[src/rtl/eth_decap_if.sv]
// MAC RX AXI-Stream beat bus into eth_decap; the MAC has no tready, so there is no backpressure.
interface eth_decap_if;
  logic        tvalid;
  logic [63:0] tdata;
  logic [7:0]  tkeep;
  logic        tlast;
  logic        tuser;

  modport master (output tvalid, tdata, tkeep, tlast, tuser);
  modport slave  (input  tvalid, tdata, tkeep, tlast, tuser);
endinterface

[src/rtl/eth_decap.sv]
// Tap-link RX decapsulator: checks and strips the 16-byte header, writes payload beats as 74-bit FIFO entries.
// Optional destination MAC filter enabled by defining DECAP_DSTMAC_FILTER_EN.
module eth_decap #(
  parameter logic [15:0] ETHERTYPE = 16'h88B5
`ifdef DECAP_DSTMAC_FILTER_EN
  , parameter logic [47:0] LOCAL_MAC = 48'h02_00_00_00_00_01
`endif
) (
  input  logic        clk156,
  input  logic        sys_rst_n,
  eth_decap_if.slave  rx,
  output logic        wr_en,
  output logic [73:0] din,
  input  logic        afull,
  output logic [31:0] frames_ok,
  output logic [31:0] frames_drop,
  output logic [15:0] last_seq
);

  typedef enum logic [2:0] {IDLE, HDR1, PAYLOAD, DROP, TERM} state_t;

  state_t      state, state_nxt;
  logic        term_pend, term_pend_nxt;
  logic        skip, skip_nxt;
  logic        wr_nxt;
  logic [73:0] din_nxt;
  logic        ok_inc, drop_inc, seq_ld;
  logic [15:0] etype, seq;
  logic        dst_ok;

  // Header fields are big-endian on the wire; byte n sits at tdata[8n+7:8n].
  assign etype = {rx.tdata[39:32], rx.tdata[47:40]};
  assign seq   = {rx.tdata[55:48], rx.tdata[63:56]};

`ifdef DECAP_DSTMAC_FILTER_EN
  logic [47:0] dst;
  assign dst    = {rx.tdata[7:0], rx.tdata[15:8], rx.tdata[23:16],
                   rx.tdata[31:24], rx.tdata[39:32], rx.tdata[47:40]};
  assign dst_ok = (dst == LOCAL_MAC) || (dst == '1);
`else
  assign dst_ok = 1'b1;
`endif

  always_comb begin
    state_nxt     = state;
    term_pend_nxt = term_pend;
    skip_nxt      = skip;
    wr_nxt        = 1'b0;
    din_nxt       = din;
    ok_inc        = 1'b0;
    drop_inc      = 1'b0;
    seq_ld        = 1'b0;

    case (state)
      IDLE: begin
        if (rx.tvalid) begin
          if (rx.tlast) begin
            drop_inc = 1'b1;
          end else if (!dst_ok) begin
            drop_inc  = 1'b1;
            state_nxt = DROP;
          end else begin
            state_nxt = HDR1;
          end
        end
      end

      HDR1: begin
        if (rx.tvalid) begin
          if (rx.tlast || (etype != ETHERTYPE)) begin
            drop_inc  = 1'b1;
            state_nxt = rx.tlast ? IDLE : DROP;
          end else begin
            seq_ld    = 1'b1;
            state_nxt = PAYLOAD;
          end
        end
      end

      PAYLOAD: begin
        if (rx.tvalid) begin
          if (!afull) begin
            wr_nxt  = 1'b1;
            din_nxt = {rx.tlast & ~rx.tuser, rx.tlast, rx.tkeep, rx.tdata};
            if (rx.tlast) begin
              ok_inc    = rx.tuser;
              drop_inc  = ~rx.tuser;
              state_nxt = IDLE;
            end
          end else begin
            drop_inc      = 1'b1;
            term_pend_nxt = 1'b1;
            state_nxt     = rx.tlast ? TERM : DROP;
          end
        end
      end

      DROP: begin
        if (rx.tvalid && rx.tlast)
          state_nxt = term_pend ? TERM : IDLE;
      end

      TERM: begin
        // A frame that starts while the terminator waits is discarded whole and counted once;
        // skip remembers it is still open so it can be finished off in DROP.
        if (rx.tvalid) begin
          if (!skip)
            drop_inc = 1'b1;
          skip_nxt = ~rx.tlast;
        end
        if (!afull) begin
          wr_nxt        = 1'b1;
          din_nxt       = {2'b11, 8'h00, 64'h0};
          term_pend_nxt = 1'b0;
          state_nxt     = skip_nxt ? DROP : IDLE;
          skip_nxt      = 1'b0;
        end
      end

      default: state_nxt = IDLE;
    endcase
  end

  always_ff @(posedge clk156 or negedge sys_rst_n) begin
    if (!sys_rst_n) begin
      state       <= IDLE;
      term_pend   <= 1'b0;
      skip        <= 1'b0;
      wr_en       <= 1'b0;
      din         <= '0;
      frames_ok   <= '0;
      frames_drop <= '0;
      last_seq    <= '0;
    end else begin
      state     <= state_nxt;
      term_pend <= term_pend_nxt;
      skip      <= skip_nxt;
      wr_en     <= wr_nxt;
      din       <= din_nxt;
      if (ok_inc)
        frames_ok <= frames_ok + 32'd1;
      if (drop_inc)
        frames_drop <= frames_drop + 32'd1;
      if (seq_ld)
        last_seq <= seq;
    end
  end

endmodule

[src/flat_wrapper.sv]
// flat-port wrapper written by rule: the top's interface ports become plain ports
module eth_decap_flat 
#(
  parameter logic [15:0] ETHERTYPE = 16'h88B5

)
  (clk156, sys_rst_n, wr_en, din, afull, frames_ok, frames_drop, last_seq, rx_tvalid, rx_tdata, rx_tkeep, rx_tlast, rx_tuser);
  eth_decap_if rx_i ();
  input  logic clk156;
  input  logic sys_rst_n;
  output logic wr_en;
  output logic [73:0] din;
  input  logic afull;
  output logic [31:0] frames_ok;
  output logic [31:0] frames_drop;
  output logic [15:0] last_seq;
  input wire logic [$bits(rx_i.tvalid)-1:0] rx_tvalid;
  input wire logic [$bits(rx_i.tdata)-1:0] rx_tdata;
  input wire logic [$bits(rx_i.tkeep)-1:0] rx_tkeep;
  input wire logic [$bits(rx_i.tlast)-1:0] rx_tlast;
  input wire logic [$bits(rx_i.tuser)-1:0] rx_tuser;
  assign rx_i.tvalid = rx_tvalid;
  assign rx_i.tdata = rx_tdata;
  assign rx_i.tkeep = rx_tkeep;
  assign rx_i.tlast = rx_tlast;
  assign rx_i.tuser = rx_tuser;
  eth_decap #(.ETHERTYPE(ETHERTYPE)) u_core (.clk156(clk156), .sys_rst_n(sys_rst_n), .rx(rx_i), .wr_en(wr_en), .din(din), .afull(afull), .frames_ok(frames_ok), .frames_drop(frames_drop), .last_seq(last_seq));
endmodule
[config.mk]
export PLATFORM = sky130hd
export DESIGN_NAME = eth_decap_flat
export DESIGN_NICKNAME = d
export VERILOG_FILES = /design/src/rtl/eth_decap_if.sv /design/src/rtl/eth_decap.sv /design/src/flat_wrapper.sv
export SDC_FILE = /design/constraint.sdc
export NUM_CORES = 1
export LEC_CHECK = 0
export CORE_MARGIN = 10
export CORE_UTILIZATION = 47
export DETAILED_ROUTE_END_ITERATION = 8
export GPL_TIMING_DRIVEN = 0
export PLACE_DENSITY = 0.83
export SYNTH_ARGS = -nofsm -noshare
export SYNTH_HDL_FRONTEND = slang
export SYNTH_SLANG_ARGS = --single-unit
[constraint.sdc]
create_clock -name clk156 -period 2.1 [get_ports clk156]
set_input_delay 0.21 -clock clk156 [delete_from_list [all_inputs] [get_ports clk156]]
set_output_delay 0.21 -clock clk156 [all_outputs]
set_load 0.01 [all_outputs]
==> results.sh, run 1 <==
export IMPL_die_width_um=144.2
export IMPL_ir_worst_vdd_uv=682.8
export IMPL_synthesis_nets=785
export IMPL_die_h_um=144.2
export IMPL_avgSynthCellArea_um2=10.29
export IMPL_fin_skew_ns=0.008054
export IMPL_met1_usage=0.2265
export IMPL_routed_wl_um=21600
export IMPL_htreeDepth=4
export IMPL_max_freq_ghz=0.4790
export IMPL_synth_most_common_cell="nand2_1"
export IMPL_cts_sinks=160
export IMPL_synthToLayoutAreaGrowth_pct=47.15
export IMPL_grt_max_degree=96
export IMPL_place_congestion=0.8604
export IMPL_tightest_slew_ns=0.5206
export IMPL_via_per_inst=5.331
export IMPL_hold_path_class="input pin to flip-flop"
export IMPL_worstSetupPathDepth=8
export IMPL_path_cells="buf_2 -> buf_2 -> nor3b_4 -> a22oi_4 -> buf_12 -> clkbuf_16 -> nor4b_2 -> xor2_1"
export IMPL_cp_start_kind="flip-flop"
export IMPL_firstDrtPassIters=5
export IMPL_synth_warnings=0
export IMPL_grt_util_met2=0.3318
export IMPL_grt_util_all_layers=0.2026
export IMPL_nets=1045
export IMPL_maxCapViolations=0
export IMPL_synth_edf_count=0
export IMPL_start_util=0.4788
export IMPL_worstRegToRegCells=8
export IMPL_crit_required_ns=2.44
export IMPL_grt_overflow_total=0
export IMPL_syn_area_um2=7252
export IMPL_worstPathMaxFanout=10
export IMPL_async_reset_ff_frac=1.000
export IMPL_core_area_um2=15150
export IMPL_r2r_slack_ns=0.01
export IMPL_drive_above_1_share=0.1299
export IMPL_setup_ws_ns=0.01212
export IMPL_p_per_area_nw_per_um2=1093
export IMPL_r2r_start="u_core.state[1]"
export IMPL_hold_ws_ns=0.2337
export IMPL_cts_tree="done"
export IMPL_slowest_stage="dfrtp_1"
export IMPL_die_area_um2=20800
export IMPL_critPathKind="flip-flop to flip-flop"
export IMPL_crit_top_cell="buf_2"
export IMPL_synth_compound_area_frac=0.03968
export IMPL_clock_latency_ns=0.42
export IMPL_synth_common_cells="179 x nand2_1, 160 x dfrtp_1, 76 x nand3_1, 43 x xor2_1, 25 x nor3_1"
export IMPL_rsz0062_at_grt="true"
export IMPL_setup_violations_final=0
export IMPL_ys_ff_latch=160
export IMPL_final_period_utilization=0.9942
export IMPL_num_vias=6216
export IMPL_synth_mux_area_frac=0.02847
export IMPL_grt_pass1_wl_um=32950
export IMPL_boundaryPins=233
export IMPL_drt_drc_violations_left=0
export IMPL_critPathBufInv=4
export IMPL_hpwlAfterDp_um=15840
export IMPL_yosys_area_share_adder=0.004831
export IMPL_slew_headroom=0.6500
export IMPL_grt_busiest_layer="met2"
export IMPL_final_core_util=0.7046
export IMPL_antenna_found_initial=0
export IMPL_ant_nets=0
export IMPL_portBuffers=231
export IMPL_end_kind="flip-flop"
export IMPL_hold_viol_final=0
export IMPL_ys_seq_area_frac=0.5521
export IMPL_cts_buffers=17
export IMPL_synth_ff_type="dfrtp_1"
export IMPL_clk_pin_slew_ns=0.06
export IMPL_r2r_end="u_core.frames_drop[28]"
export IMPL_wl_per_cell_um=18.52
export IMPL_num_rows=45
export IMPL_yosys_area_top_type="dfrtp_1"
export IMPL_use_met3=0.09675
export IMPL_synth_cell_types=57
export IMPL_drtIter0Drc=304
export IMPL_postSynthCellCount=705
export IMPL_grt_pass1_vias=6187
export IMPL_outcome="completed"
export IMPL_pre_cts_slack_ns=-0.7115
export IMPL_slew_viol_final=0
export IMPL_synth_simple_area_share=0.2659
export IMPL_slowest_delay_ns=0.36
export IMPL_synth_xor_area_frac=0.07609
export IMPL_p_leak_nw=4.974
export IMPL_synth_area_leaders="dfrtp_1 55%, nand2_1 9.3%, nand3_1 5.2%"
export IMPL_cts_root_buffer="clkbuf_16"
export IMPL_fin_crit_ns=2.088
export IMPL_synth_top_area_share=0.5521
export IMPL_startpoint="u_core.state[1]"
export IMPL_synth_top_family_by_area="simple AND/OR/NAND/NOR gates"
export IMPL_arrival_ns=2.43
export IMPL_antenna_cells=0
export IMPL_path_delay_family="buffers and inverters"
export IMPL_cts_buffer_depth=2
export IMPL_cp_endpoint="u_core.frames_drop[28]"
## cells in the final DEF, fill, tap and decap left out, drive strengths merged, types with 4 or more instances in the layout
| cell type | netlist | routed |
|---|---|---|
| clkdlybuf4s50 | 0 | 230 |
| nand2 | 179 | 179 |
| dfrtp | 160 | 160 |
| nand3 | 76 | 76 |
| xor2 | 43 | 43 |
| clkbuf | 20 | 43 |
| nor3 | 26 | 26 |
| o21ai | 24 | 24 |
| buf | 18 | 24 |
| xnor2 | 20 | 20 |
| nor2 | 20 | 20 |
| mux2 | 18 | 18 |
| nor4 | 17 | 17 |
| inv | 13 | 16 |
| nand4 | 14 | 14 |
| nor4b | 6 | 6 |
| a21oi | 5 | 5 |
| clkinv | 0 | 5 |
| nand3b | 4 | 4 |
| and3 | 4 | 4 |
| bufinv | 0 | 4 |
| nand2b | 4 | 4 |
| nor3b | 4 | 4 |
## cell type report
cell class	count	area, um^2
well taps	188	235.2
repair buffers	241	2445
inverters	13	48.80
plain buffers	38	227.7
clock buffers	19	442.9
flip-flops and latches	160	4004
multi-input cells	494	3085
fillers	1080	4474
clock inverters	13	182.7
## state kept, by name, summed over array words and instances (netlist names)
name                count
u_core.skip             1
u_core.wr_en            1
u_core.state            3
u_core.term_pend        1
u_core.frames_drop     32
u_core.frames_ok       32
u_core.last_seq        16
u_core.din             74
## worst register-to-register path, cell delays in order, from the launching register on
cell	delay, ns
dfrtp_1	0.36
buf_2	0.20
buf_2	0.22
nor3b_4	0.32
a22oi_4	0.09
buf_12	0.16
clkbuf_16	0.16
nor4b_2	0.34
xor2_1	0.17
## metal layers
metal  routed length (um)  share of wire  vias to the layer above
li1                     -              -                     2916
met1                 8264           0.38                     3035
met2                10570           0.49                      232
met3                 2376           0.11                       33
met4                  387          0.018                        0
met5                    0              0                        -
## through the flow
stage | instance area, um^2 | power, mW | setup TNS, ns | std cells
2_1_floorplan | 7252 | 5.998 | 0 | 705
3_5_place_dp | 9832 | 8.278 | -35.17 | 1125
5_1_grt | 10670 | 12.29 | -0.6463 | 1166
4_1_cts | 10500 | 11.62 | 0 | 1160
3_3_place_gp | 9799 | 8.174 | -950.10 | 1124
6_report | 10670 | 11.67 | 0 | 1166
## report_power, final
group / switching (mW) / internal, mW / total [mW]
clock network: 1.27 / 2.03 / 3.29
registers: 0.483 / 3.86 / 4.34
logic: 1.93 / 2.10 / 4.03
total: 3.68 / 7.98 / 11.7
## logic make-up after synthesis
kind of cell / after synthesis
xor gates and xnor gates: 63
adders and majority gates: 3
and+or+nand+nor: 369
DFF: 160
muxes: 18
buffers and inverters: 51
AOI/OAI and AO/OA: 41
## worst min path at each step
stage	from	end	depth (start not counted)
floorplan	sys_rst_n	u_core.din[0]	0
global placement	u_core.din[66]	u_core.din[66]	2
detailed placement	sys_rst_n	u_core.frames_drop[10]	1
CTS	rx_tlast	u_core.din[72]	3
global route	rx_tlast	u_core.state[1]	3
finish	rx_tlast	u_core.din[72]	3
## repair_timing
action,CTS,global route
gates resized for setup,4,43
cloned,0,2
hold buffers,1,0
buffers inserted,2,4
pin swaps,1,9
hold endpoints to repair,65,0
setup endpoints to repair,92,125
(Power assumes the default switching activity.)
==> run 2: changes to the inputs <==
--- a/config.mk
+++ b/config.mk
@@ -10,4 +10,5 @@
 export DETAILED_ROUTE_END_ITERATION = 8
 export GPL_TIMING_DRIVEN = 0
+export MAX_ROUTING_LAYER = met4
 export PLACE_DENSITY = 0.83
 export SYNTH_ARGS = -nofsm -noshare
==> constraint.sdc (replaced) <==
create_clock -name clk156 -period 2.1 [get_ports clk156]
set_input_delay 0.21 -clock clk156 [delete_from_list [all_inputs] [get_ports clk156]]
set_output_delay 0.21 -clock clk156 [all_outputs]
set_load 0.1 [all_outputs]
==> run 2 against run 1 <==
  * Critical path type unchanged
  * Critical path depth shrank 1
  * The flow now finishes with violations (setup timing)
  * First-iteration DRC count grew 30%
  * Worst setup slack lost 0.043 ns
  * Maximum frequency shrank 2.0%
  * Largest cell class unchanged
  * Die area is the same
  * Wire length grew 1.9%
  * Non-clock buffer count grew 5
  * Sequential power is essentially flat
==> results.sh, run 2 (same netlist as run 1, synthesis figures left out) <==
export IMPL_setup_violations_final=1
export IMPL_fin_skew_ns=0.006047
export IMPL_rsz0062_at_grt="true"
export IMPL_cts_tree="done"
export IMPL_hold_path_class="input pin to flip-flop"
export IMPL_clk_pin_slew_ns=0.06
export IMPL_slowest_delay_ns=0.43
export IMPL_largest_register_ffs=74
export IMPL_cts_root_buffer="clkbuf_16"
export IMPL_layout_common_cells="179 x nand2_1, 153 x dlygate4sd2_1, 119 x dfrtp_1, 76 x nand3_1, 75 x clkdlybuf4s50_1"
export IMPL_path_cells="buf_6 -> or3b_4 -> o211ai_4 -> nand4_4 -> clkbuf_16 -> nor4_2 -> xor2_1"
export IMPL_wl_per_cell_um=18.78
export IMPL_core_area_um2=15150
export IMPL_critPathBufInv=2
export IMPL_hold_viol_final=0
export IMPL_hpwlAfterDp_um=15940
export IMPL_start_util=0.4788
export IMPL_via_per_inst=5.279
export IMPL_outcome="complete, but fails checks"
export IMPL_grt_pass1_vias=6284
export IMPL_die_area_um2=20800
export IMPL_grt_max_degree=97
export IMPL_critPathKind="flip-flop to flip-flop"
export IMPL_violations="setup timing"
export IMPL_drtIter0Drc=396
export IMPL_drt_drc_violations_left=0
export IMPL_antenna_found_initial=1
export IMPL_clock_latency_ns=0.43
export IMPL_end_kind="flip-flop"
export IMPL_maxCapViolations=0
export IMPL_nets=1050
export IMPL_drive_above_1_share=0.1760
export IMPL_fin_crit_ns=2.131
export IMPL_slew_viol_final=0
export IMPL_p_leak_nw=5.504
export IMPL_grt_pass1_wl_um=33310
export IMPL_pre_cts_slack_ns=-0.6575
export IMPL_cp_start_kind="flip-flop"
export IMPL_tightest_slew_ns=1.038
export IMPL_boundaryPins=233
export IMPL_crit_required_ns=2.42
export IMPL_grt_util_all_layers=0.2118
export IMPL_num_vias=6187
export IMPL_grt_overflow_total=0
export IMPL_routed_wl_um=22010
export IMPL_num_rows=45
export IMPL_max_freq_ghz=0.4692
export IMPL_cts_sinks=160
export IMPL_cts_buffer_depth=2
export IMPL_slew_headroom=0.3104
export IMPL_die_h_um=144.2
export IMPL_place_congestion=0.8764
export IMPL_die_width_um=144.2
export IMPL_ant_nets=0
export IMPL_tns_ns=-0.03130
export IMPL_synthToLayoutAreaGrowth_pct=46.84
export IMPL_p_per_area_nw_per_um2=1537
export IMPL_htreeDepth=4
export IMPL_top_regs="u_core.din x74, u_core.frames_drop x32, u_core.frames_ok x32"
export IMPL_slowest_stage="or3b_4"
export IMPL_portBuffers=231
export IMPL_arrival_ns=2.45
export IMPL_final_common_cell="nand2_1"
export IMPL_final_period_utilization=1.015
export IMPL_ir_worst_vdd_uv=1289
export IMPL_worstPathMaxFanout=8
export IMPL_path_delay_family="simple AND/OR/NAND/NOR gates"
export IMPL_setup_ws_ns=-0.03130
export IMPL_firstDrtPassIters=5
export IMPL_cts_buffers=17
export IMPL_top_register="u_core.din"
[run 2: cell count changes in the layout (fill, tap and decap cells not counted), sizes merged]
| cell | before | now |
|---|---|---|
| buf | 24 | 27 |
| clkdlybuf4s15 | 0 | 2 |
| clkbuf | 43 | 46 |
| inv | 16 | 15 |
| dlygate4sd2 | 0 | 153 |
| diode | 0 | 1 |
| clkdlybuf4s50 | 230 | 75 |
[run 2: worst paths after layout]
| check | start | endpoint | slack, ns | cells past startpoint |
|---|---|---|---|---|
| setup / recovery | u_core.state[1] | u_core.frames_drop[26] | -0.03 | 7 |
| hold / removal | rx_tlast | u_core.din[72] | 0.22 | 3 |
| setup reg to reg | u_core.state[1] | u_core.frames_drop[26] | -0.03 | 7 |
| hold reg to reg | u_core.din[28] | u_core.din[28] | 0.46 | 2 |
| max in group asynchronous | sys_rst_n | u_core.frames_ok[0] | 0.94 | 3 |
| min in group asynchronous | sys_rst_n | u_core.frames_drop[11] | 0.31 | 2 |
[run 2: layout make-up]
cell class              instances  area (um^2)
inverters                      13        48.80
diodes                          1        2.502
clock inverters                12        181.4
fillers                      1197         4497
plain buffers                  38        237.7
repair buffers                246         2296
multi-input cells             494         3123
clock buffers                  20        456.7
flip-flops and latches        160         4068
well taps                     188        235.2
[run 2: worst reg2reg max path: stages (launching register included)]
cell and delay (ns):
dfrtp_1 0.38, buf_6 0.13, or3b_4 0.43, o211ai_4 0.14, nand4_4 0.21, clkbuf_16 0.22
nor4_2 0.27, xor2_1 0.25
[run 2: report_power, final]
group	switching (mW)	internal (mW)	leakage (nW)
clock	1.29	2.06	0.311
sequential	0.443	3.87	2.03
combinational	7.12	1.59	3.16
[run 2: metal layers]
layer / vias up / track usage / part of all wire
met5: - / - / 0
li1: 2925 / - / -
met3: 31 / 0.08626 / 0.092
met4: 0 / 0.06436 / 0.018
met1: 2996 / 0.2401 / 0.40
met2: 235 / 0.3388 / 0.49
[run 2: repair_timing]
item,in CTS,in global routing
buffers inserted,2,9
setup endpoints to repair,252,118
pin swaps,2,8
resized for setup,156,51
hold buffers,1,0
hold endpoints to repair,64,0
gates cloned,0,2
[run 2: stage by stage]
stage	utilization	hold slack, ns	instance area (um^2)	power (mW)	instances
floorplan	-	-0.08559	7316	11.10	705
global placement	0.6512	0.4482	9863	13.33	1124
detailed placement	0.6534	0.1899	9896	13.44	1125
CTS	0.6844	0.2046	10370	16.26	1160
global route	0.7031	0.2589	10650	17.01	1172
finish	0.7031	0.2180	10650	16.37	1172
==> run 3: changes to the inputs <==
CTS_CLUSTER_DIAMETER = 150   (was unset)
==> results of run 3 <==
Same layout as run 2: the final DEF is identical, and so are final timing and power.
